### config.mk
export PLATFORM = sky130hd
export DESIGN_NAME = sint7_run_detector
export DESIGN_NICKNAME = d
export VERILOG_FILES = /design/src/rtl/sint7_run_detector_pkg.sv /design/src/rtl/sint_eq_cmp.sv /design/src/rtl/sint7_run_detector.sv
export SDC_FILE = /design/constraint.sdc
export NUM_CORES = 1
export LEC_CHECK = 0
export CORE_UTILIZATION = 53
export CTS_CLUSTER_SIZE = 16
export DETAILED_ROUTE_END_ITERATION = 8
export PLACE_DENSITY = 0.82
export SYNTH_ARGS = -nofsm -noshare
export SYNTH_HDL_FRONTEND = slang
export SYNTH_SLANG_ARGS = --single-unit
### constraint.sdc
create_clock -name CLK -period 4.6 [get_ports CLK]
set_input_delay 0.92 -clock CLK [delete_from_list [all_inputs] [get_ports CLK]]
set_output_delay 0.92 -clock CLK [all_outputs]
set_load 0.03 [all_outputs]
### src/rtl/sint7_run_detector_pkg.sv
// Shared definitions for the signed-sample run detector: FSM encoding and
// default widths.
package sint7_run_detector_pkg;

    localparam int unsigned DEF_WIDTH     = 7;
    localparam int unsigned DEF_THRESHOLD = 3;
    localparam int unsigned DEF_CNT_WIDTH = 4;
    localparam int unsigned DEF_SEQ_WIDTH = 8;

    // 2'd3 is unused and recovers to ST_UNARMED.
    typedef enum logic [1:0] {
        ST_UNARMED = 2'd0,
        ST_ARMED   = 2'd1,
        ST_REPORT  = 2'd2
    } state_t;

endpackage : sint7_run_detector_pkg

### src/rtl/sint_eq_cmp.sv
// Combinational equality compare of two two's-complement operands.
// Ports:
//   in0, in1 : operands (WIDTH bits)
//   out      : 1 when all WIDTH bits are equal
module sint_eq_cmp
    import sint7_run_detector_pkg::*;
#(
    parameter int unsigned WIDTH = DEF_WIDTH
) (
    input  logic [WIDTH-1:0] in0,
    input  logic [WIDTH-1:0] in1,
    output logic             out
);

    // Bitwise equality; sign interpretation does not change the result.
    assign out = (in0 == in1);

endmodule : sint_eq_cmp

### src/rtl/sint7_run_detector.sv
// Counts consecutive accepted samples equal to a programmable reference and
// emits one registered report (sequence index of the completing sample) when
// the run reaches THRESHOLD.
// Ports:
//   CLK, RESET         : clock, synchronous active-high reset
//   ref_load/ref_value : load new reference (arms the detector)
//   I_valid/I_data     : sample input; I_ready is combinational from state
//   O_valid/O_seq      : registered report output, held until O_ready
module sint7_run_detector
    import sint7_run_detector_pkg::*;
#(
    parameter int unsigned WIDTH     = DEF_WIDTH,
    parameter int unsigned THRESHOLD = DEF_THRESHOLD,
    parameter int unsigned CNT_WIDTH = DEF_CNT_WIDTH,
    parameter int unsigned SEQ_WIDTH = DEF_SEQ_WIDTH
) (
    input  logic                 CLK,
    input  logic                 RESET,
    input  logic                 ref_load,
    input  logic [WIDTH-1:0]     ref_value,
    input  logic                 I_valid,
    input  logic [WIDTH-1:0]     I_data,
    output logic                 I_ready,
    output logic                 O_valid,
    output logic [SEQ_WIDTH-1:0] O_seq,
    input  logic                 O_ready
);

    // Run count value at which the next match completes a run.
    localparam logic [CNT_WIDTH-1:0] RUN_LAST = CNT_WIDTH'(THRESHOLD - 1);

    state_t               state_q,   state_d;
    logic [WIDTH-1:0]     ref_q,     ref_d;
    logic [CNT_WIDTH-1:0] run_cnt_q, run_cnt_d;
    logic [SEQ_WIDTH-1:0] seq_q,     seq_d;
    logic                 o_valid_d;
    logic [SEQ_WIDTH-1:0] o_seq_d;
    logic                 match;
    logic                 accept;

    sint_eq_cmp #(
        .WIDTH (WIDTH)
    ) u_eq_cmp (
        .in0 (I_data),
        .in1 (ref_q),
        .out (match)
    );

    assign I_ready = (state_q == ST_UNARMED) || (state_q == ST_ARMED);
    assign accept  = I_valid && I_ready;

    // State and datapath registers.
    always_ff @(posedge CLK) begin
        if (RESET) begin
            state_q   <= ST_UNARMED;
            ref_q     <= '0;
            run_cnt_q <= '0;
            seq_q     <= '0;
            O_valid   <= 1'b0;
            O_seq     <= '0;
        end else begin
            state_q   <= state_d;
            ref_q     <= ref_d;
            run_cnt_q <= run_cnt_d;
            seq_q     <= seq_d;
            O_valid   <= o_valid_d;
            O_seq     <= o_seq_d;
        end
    end

    // Next-state and next-output logic; ref_load beats samples and O_ready.
    always_comb begin
        state_d   = state_q;
        ref_d     = ref_q;
        run_cnt_d = run_cnt_q;
        seq_d     = seq_q;
        o_valid_d = O_valid;
        o_seq_d   = O_seq;

        if (ref_load) begin
            ref_d     = ref_value;
            run_cnt_d = '0;
            state_d   = ST_ARMED;
            o_valid_d = 1'b0;
        end else begin
            case (state_q)
                ST_UNARMED: begin
                    // Samples are drained and discarded until armed.
                end
                ST_ARMED: begin
                    if (accept) begin
                        seq_d = seq_q + SEQ_WIDTH'(1);
                        if (match && (run_cnt_q == RUN_LAST)) begin
                            o_seq_d   = seq_q;
                            o_valid_d = 1'b1;
                            run_cnt_d = '0;
                            state_d   = ST_REPORT;
                        end else if (match) begin
                            run_cnt_d = run_cnt_q + CNT_WIDTH'(1);
                        end else begin
                            run_cnt_d = '0;
                        end
                    end
                end
                ST_REPORT: begin
                    if (O_valid && O_ready) begin
                        o_valid_d = 1'b0;
                        state_d   = ST_ARMED;
                    end
                end
                default: begin
                    state_d   = ST_UNARMED;
                    run_cnt_d = '0;
                    o_valid_d = 1'b0;
                end
            endcase
        end
    end

endmodule : sint7_run_detector
==> metrics <==
Worst Tran Pin Value 694.1 ps; Max clock buf depth 2; final instance area roughly 0.0017 mm2; class of the most critical setup path input port to flip-flop; Hold Slack 483.0 ps; vias per inst 5.421; startpoint types input port; outcome complete, no violations; placed cell area between 0.0015 and 0.002 mm2; Die Wd 53.08 um; Critical Path Start ref_load; CTS tree built; Max-slew headroom 0.5337; Max Cap Viol 0; drc violations 0; mux share of post-synthesis cell area 0.1158; post-cts sizing count 0; number of synthesized flops with an enable pin 0; worst-path maximum fanout 10; synthesized flop and latch total 29; P per Cell Area 281.4 mW/mm2; Max VDD drop 0.2105 mV; Die Height between 50 and 60 um; row count 18; DP Worst Slack 1617 ps; WL final 2879 um; achievable clock frequency between 300 and 400 MHz; grt total ovfl 0; max-slew violation count 0; Detailed Route Iter0 Violations 19; CTS sink count 29; syn_area_per_cell 9.279 um2; Critical R2R Launch run_cnt_q[0]$_SDFFE_PP0P_; RSZ-0062 raised after global routing false; Post-CTS Hold Buffers 0; initial antenna violation count 0; Critical Path End O_seq[2]$_SDFFE_PP0P_; post-synthesis cell type count 29; simple-gate share of the synthesized area 0.2778; vias in the first global route 1069; setup bufs post-CTS 0; first-pass GRT wire length about 4600 um; port bufs 28; die area 0.002817 mm2; DRT Pass-1 Iters 4; initial core utilization 0.5581; Tcrit/Tclk final 0.5754; IO Count 29; share of cells above drive strength 1 0.06145; Hold/Removal Path Class flip-flop to flip-flop; Worst Path Required 4860 ps; remaining antenna violation count 0; DP Cell Count 201; setup TNS 0 ps; Antenna Cells 0; ys async rst share 0; depth of the most critical reg-to-reg path 6; Final Hold Viols 0; Netlist Area Pre-Place 0.001383 mm2; Filler Cell Count 212; non-filler instance count after layout between 200 and 250; Clock Pin Slew Worst Setup and Hold Paths 90 ps; final setup margin 1953 ps; GP Congestion 0.8138; main combinational cell family by area after synthesis simple AND/OR/NAND/NOR gates; YS warnings 0; endpoints failing setup 0; Post-synth top flop dfxtp_1; Clk Tree Root Cell clkbuf_4; All-Layer GR Usage 0.2359; wire per inst around 14 um; Crit path arrival time 2900 ps; H-tree depth 2; Seq/Total Area, Yosys 0.4199; largest net degree at the start of global routing 35; total number of vias about 1.1k; Leak roughly 0.64 nW; R2R Setup Slk 2450 ps; worst reg2reg path endpoint O_seq[2]$_SDFFE_PP0P_; Post-Synth Adder-Cell Area 0.02715; Post-Synth XOR/XNOR Area 0.07602; synthesized instance count between 100 and 150; total core area 0.002477 mm2; insertion delay to the later sink of the worst-skew pair roughly 330 ps; compound-gate portion of the synthesized area 0.05068; Tmin final ~2600 ps; Worst setup EP type flip-flop; total nets after synthesis 171; clock skew between 8 and 9 ps; number of buffers created by CTS 5; hpwl dp 2083 um; nets@finish 200; P&R area growth vs syn 25.88%
cells in the mapped netlist (3+ instances only):
cell      instances  share of area
a21oi_1           5          0.018
buf_4             3          0.016
clkbuf_1          4          0.011
dfxtp_1          29           0.42
ha_1              3          0.027
mux2i_1          16           0.12
nand2_1           7          0.019
nand2b_1         17          0.077
nand4_1           9          0.041
nor2_1           18          0.049
or3_1             3          0.014
xor2_1           11          0.070
worst min path at each step:
stage	slack (ps)	from	end	cells after the start
floorplan	460	seq_q[7]$_SDFFE_PP0P_	O_seq[7]$_SDFFE_PP0P_	2
global placement	460	O_seq[3]$_SDFFE_PP0P_	O_seq[3]$_SDFFE_PP0P_	2
detailed placement	480	O_seq[4]$_SDFFE_PP0P_	O_seq[4]$_SDFFE_PP0P_	2
CTS	490	O_seq[0]$_SDFFE_PP0P_	O_seq[0]$_SDFFE_PP0P_	2
global route	510	O_seq[6]$_SDFFE_PP0P_	O_seq[6]$_SDFFE_PP0P_	2
finish	480	O_seq[0]$_SDFFE_PP0P_	O_seq[0]$_SDFFE_PP0P_	2
report_power, final:
part	total (mW)	internal (mW)	switching (mW)
registers	0.260	0.256	0.00408
clock network	0.180	0.0885	0.0911
logic	0.0500	0.0265	0.0235
flip-flops by register name, indices dropped and copies added, names as in the netlist:
name / count
ref_q: 7
seq_q: 8
run_cnt_q: 4
O_seq: 8
state_q: 2
stage by stage:
| stage | power, mW | utilization |
|---|---|---|
| floorplan | 0.2941 | - |
| global placement | 0.3144 | 0.6742 |
| detailed placement | 0.3161 | 0.6742 |
| CTS | 0.4940 | 0.7025 |
| global route | 0.5130 | 0.7025 |
| finish | 0.4897 | 0.7025 |
critical path, cell delays in order:
cell and delay, ps:
clkdlybuf4s50_1 670, and4bb_1 540, and3_1 510, mux2i_1 260
placed cells by master (no fill, tap or decap), drive strengths merged:
master,netlist,final
and2,1,1
clkinv,0,1
o32ai,1,1
nor2b,1,1
nor2,18,18
buf,3,1
a31oi,2,2
xor2,11,11
ha,3,3
o21ai,3,3
nor3b,2,2
clkbuf,4,7
nand3,2,2
mux2i,16,16
inv,2,2
nand2,7,7
xnor2,1,1
or2,1,1
dfxtp,29,29
and4bb,1,1
a21oi,5,5
nor4b,1,1
and3,2,2
clkdlybuf4s50,0,28
nand2b,17,17
nor4,1,1
nand4,9,9
or3,3,3
o2bb2ai,1,1
nor3,2,2
metal layers:
metal  GRT usage  up-vias  share of wire
met5           0        -              0
met4     0.09211        0          0.017
met3     0.07759        7          0.060
met2      0.4325       38           0.52
met1      0.2439      521           0.40
li1            -      567              -
layout make-up:
| cell class | instances | area [um2] | area share |
|---|---|---|---|
| Multi-Input combinational cell | 111 | 757.0 | 0.4349 |
| Sequential cell | 29 | 580.6 | 0.3336 |
| Clock buffer | 7 | 65.06 | 0.03738 |
| Timing Repair Buffer | 29 | 287.8 | 0.1653 |
| Tap cell | 30 | 37.54 | 0.02157 |
| Clock inverter | 1 | 5.005 | 0.002876 |
| Inverter | 2 | 7.507 | 0.004313 |
cell families after synthesis:
| group | Yosys count |
|---|---|
| AO/OA/AOI/OAI | 12 |
| XOR/XNOR | 12 |
| adder cells (fa/ha/maj) | 3 |
| buffers and inverters | 9 |
| flip-flops | 29 |
| multiplexers | 16 |
| AND/OR/NAND/NOR | 68 |
(Power assumes the default switching activity.)
==> patch, RTL diff (same settings) <==
One comparison of `run_cnt_q` changes from == to >=.
--- a/src/rtl/sint7_run_detector.sv
+++ b/src/rtl/sint7_run_detector.sv
@@ -92,3 +92,3 @@
                         seq_d = seq_q + SEQ_WIDTH'(1);
-                        if (match && (run_cnt_q == RUN_LAST)) begin
+                        if (match && (run_cnt_q >= RUN_LAST)) begin
                             o_seq_d   = seq_q;
Check against the original RTL: no difference found for any inputs over 10 cycles, from zero or initial values and one cycle with RESET high; that may be too few to reach the edited logic, so the function may still have changed.
==> patch against the original RTL <==
Final area is 3.5% lower. Area after synthesis shrank 3.9%. Global-route usage is 1.3 points higher. Setup slack worse by 0.024 ns. Power shrank 0.77%. Highest routed layer unchanged. Sequential cell count stayed put. Sequential power is essentially flat. Wire length up 2.8%.
==> patch: results (changes against the original RTL) <==
Status -> completed
Worst Hold End -> O_seq[1]
Worst slack at placement -> 1.60 ns (-0.0166 ns)
Final nets -> 196 (-2.0%)
Drt via density -> 5.91 (+9.0%)
Min-delay src -> O_seq[1]
Uppermost routed layer -> met4
GRT Total Usage -> 24.9% (+1.3 points)
Total CTS buffers -> 5 (unchanged)
Worst flop-to-flop path endpoint -> state_q[0]
Met2 WL -> 1440 um (-3.9%)
Post-CTS Setup Inserts -> 0 (unchanged)
Reg2reg setup slack -> 2.71 ns (+0.26 ns)
Met1 WL -> 1310 um (+13%)
VDD IR-drop max -> 0.000207 V (-1.4%)
Largest net degree at the start of global routing -> 27 (-23%)
Hold path cells -> 2 (unchanged)
P_leak -> 0.000592 uW (-7.1%)
Post-synth top cells -> 29 x dfxtp_1, 16 x nand4_1, 15 x a21oi_1, 15 x nor2_1, 8 x o31ai_1
WP data arrival -> 2.85 ns (-0.05 ns)
Worst Reg-to-Reg Cells -> 6 (unchanged)
Sequential-to-total area share from yosys stat -> 43.7% (+1.7 points)
Syn_nets -> 169 (-1.2%)
Min Hold Slack -> 0.476 ns (-0.00714 ns)
Routed WL -> 2960 um (+2.8%)
Metal3 WL -> 167 um (-4.0%)
Warnings from Yosys -> 0 (unchanged)
Largest regs -> O_seq: 8 flops, seq_q: 8 flops, ref_q: 7 flops
Share of cells above drive strength 1 -> 6.86% (+0.71 points)
FFs w/ async S/R, synth -> 0% (unchanged)
Dpl cell area -> 0.00161 sq mm (-3.6%)
Crit Path Max Fanout -> 13 (+3)
Reg2reg start -> run_cnt_q[0]
Clock Skew -> 0.0118 ns (+0.00313 ns)
Top cells by area, synth -> dfxtp_1 44%, nand4_1 7.5%, a21oi_1 5.6%, mux2i_1 5.3%, xnor2_1 4.6%
Gpl congestion -> 0.778 (-4.3%)
Slew headroom -> 39.7% (-14 points)
Placed wire-length estimate -> 2110 um (+1.5%)
DRT iter0 DRCs -> 24 (+5)
First-pass GRT wire length -> 4840 um (+5.4%)
PortBufs -> 28 (unchanged)
Distinct cell type count after synthesis -> 30 (+3.4%)
Vias in the first global route -> 1,126 (+5.3%)
patch: power breakdown:
group / internal [uW] / switching, uW / total (uW) / leakage (uW)
Sequential: 256 / 3.99 / 260 / 0.000235
Clock: 88.5 / 88.5 / 177 / 0.0000413
Combinational: 24.9 / 24.3 / 49.3 / 0.000315
patch: logic make-up (layout without fill, tap and decap cells):
| group | count (synthesis) | in the layout | synth area share, % |
|---|---|---|---|
| simple gates | 57 | 57 | 24.0 |
| flops | 29 | 29 | 43.7 |
| mux | 7 | 7 | 5.27 |
| buf+inv | 11 | 39 | 3.39 |
| compound gates | 27 | 27 | 12.2 |
| xor+xnor | 13 | 13 | 8.57 |
| fa+ha+maj | 3 | 3 | 2.83 |
patch: area by class of cell:
cell class              instances  area [sq um]
fillers                       204           617
clock buffers                   7          65.1
clock inverters                 1          5.00
inverters                       3          11.3
repair buffers                 28           280
flip-flops and latches         29           581
well taps                      28          35.0
multi-input cells             107           703
patch: critical path, stage by stage:
cell and delay [ns]:
clkdlybuf4s50_1 0.70, nand4bb_1 0.65, o31ai_1 0.45, a21oi_1 0.13
patch: worst max-delay path by stage:
stage | startpoint | to | slack (ns)
2_1_floorplan | I_data[5] | O_seq[0] | 2.47
3_3_place_gp | ref_load | seq_q[3] | 1.71
3_5_place_dp | ref_load | seq_q[3] | 1.60
4_1_cts | ref_load | seq_q[3] | 1.95
5_1_grt | ref_load | seq_q[5] | 1.77
6_report | ref_load | O_seq[6] | 1.93
patch: per-stage QoR:
stage | instances | total power [uW] | utilization (%)
2_1_floorplan | 147 | 292 | -
3_3_place_gp | 195 | 312 | 70.1
6_report | 203 | 486 | 73.1
4_1_cts | 203 | 487 | 73.1
5_1_grt | 203 | 505 | 73.1
3_5_place_dp | 195 | 314 | 70.1
patch: layer usage:
layer / global-route usage [%] / vias to the layer above
li1: - / 590
met1: 29.3 / 561
met2: 40.8 / 43
met3: 8.77 / 5
met4: 9.91 / 0
met5: 0 / -
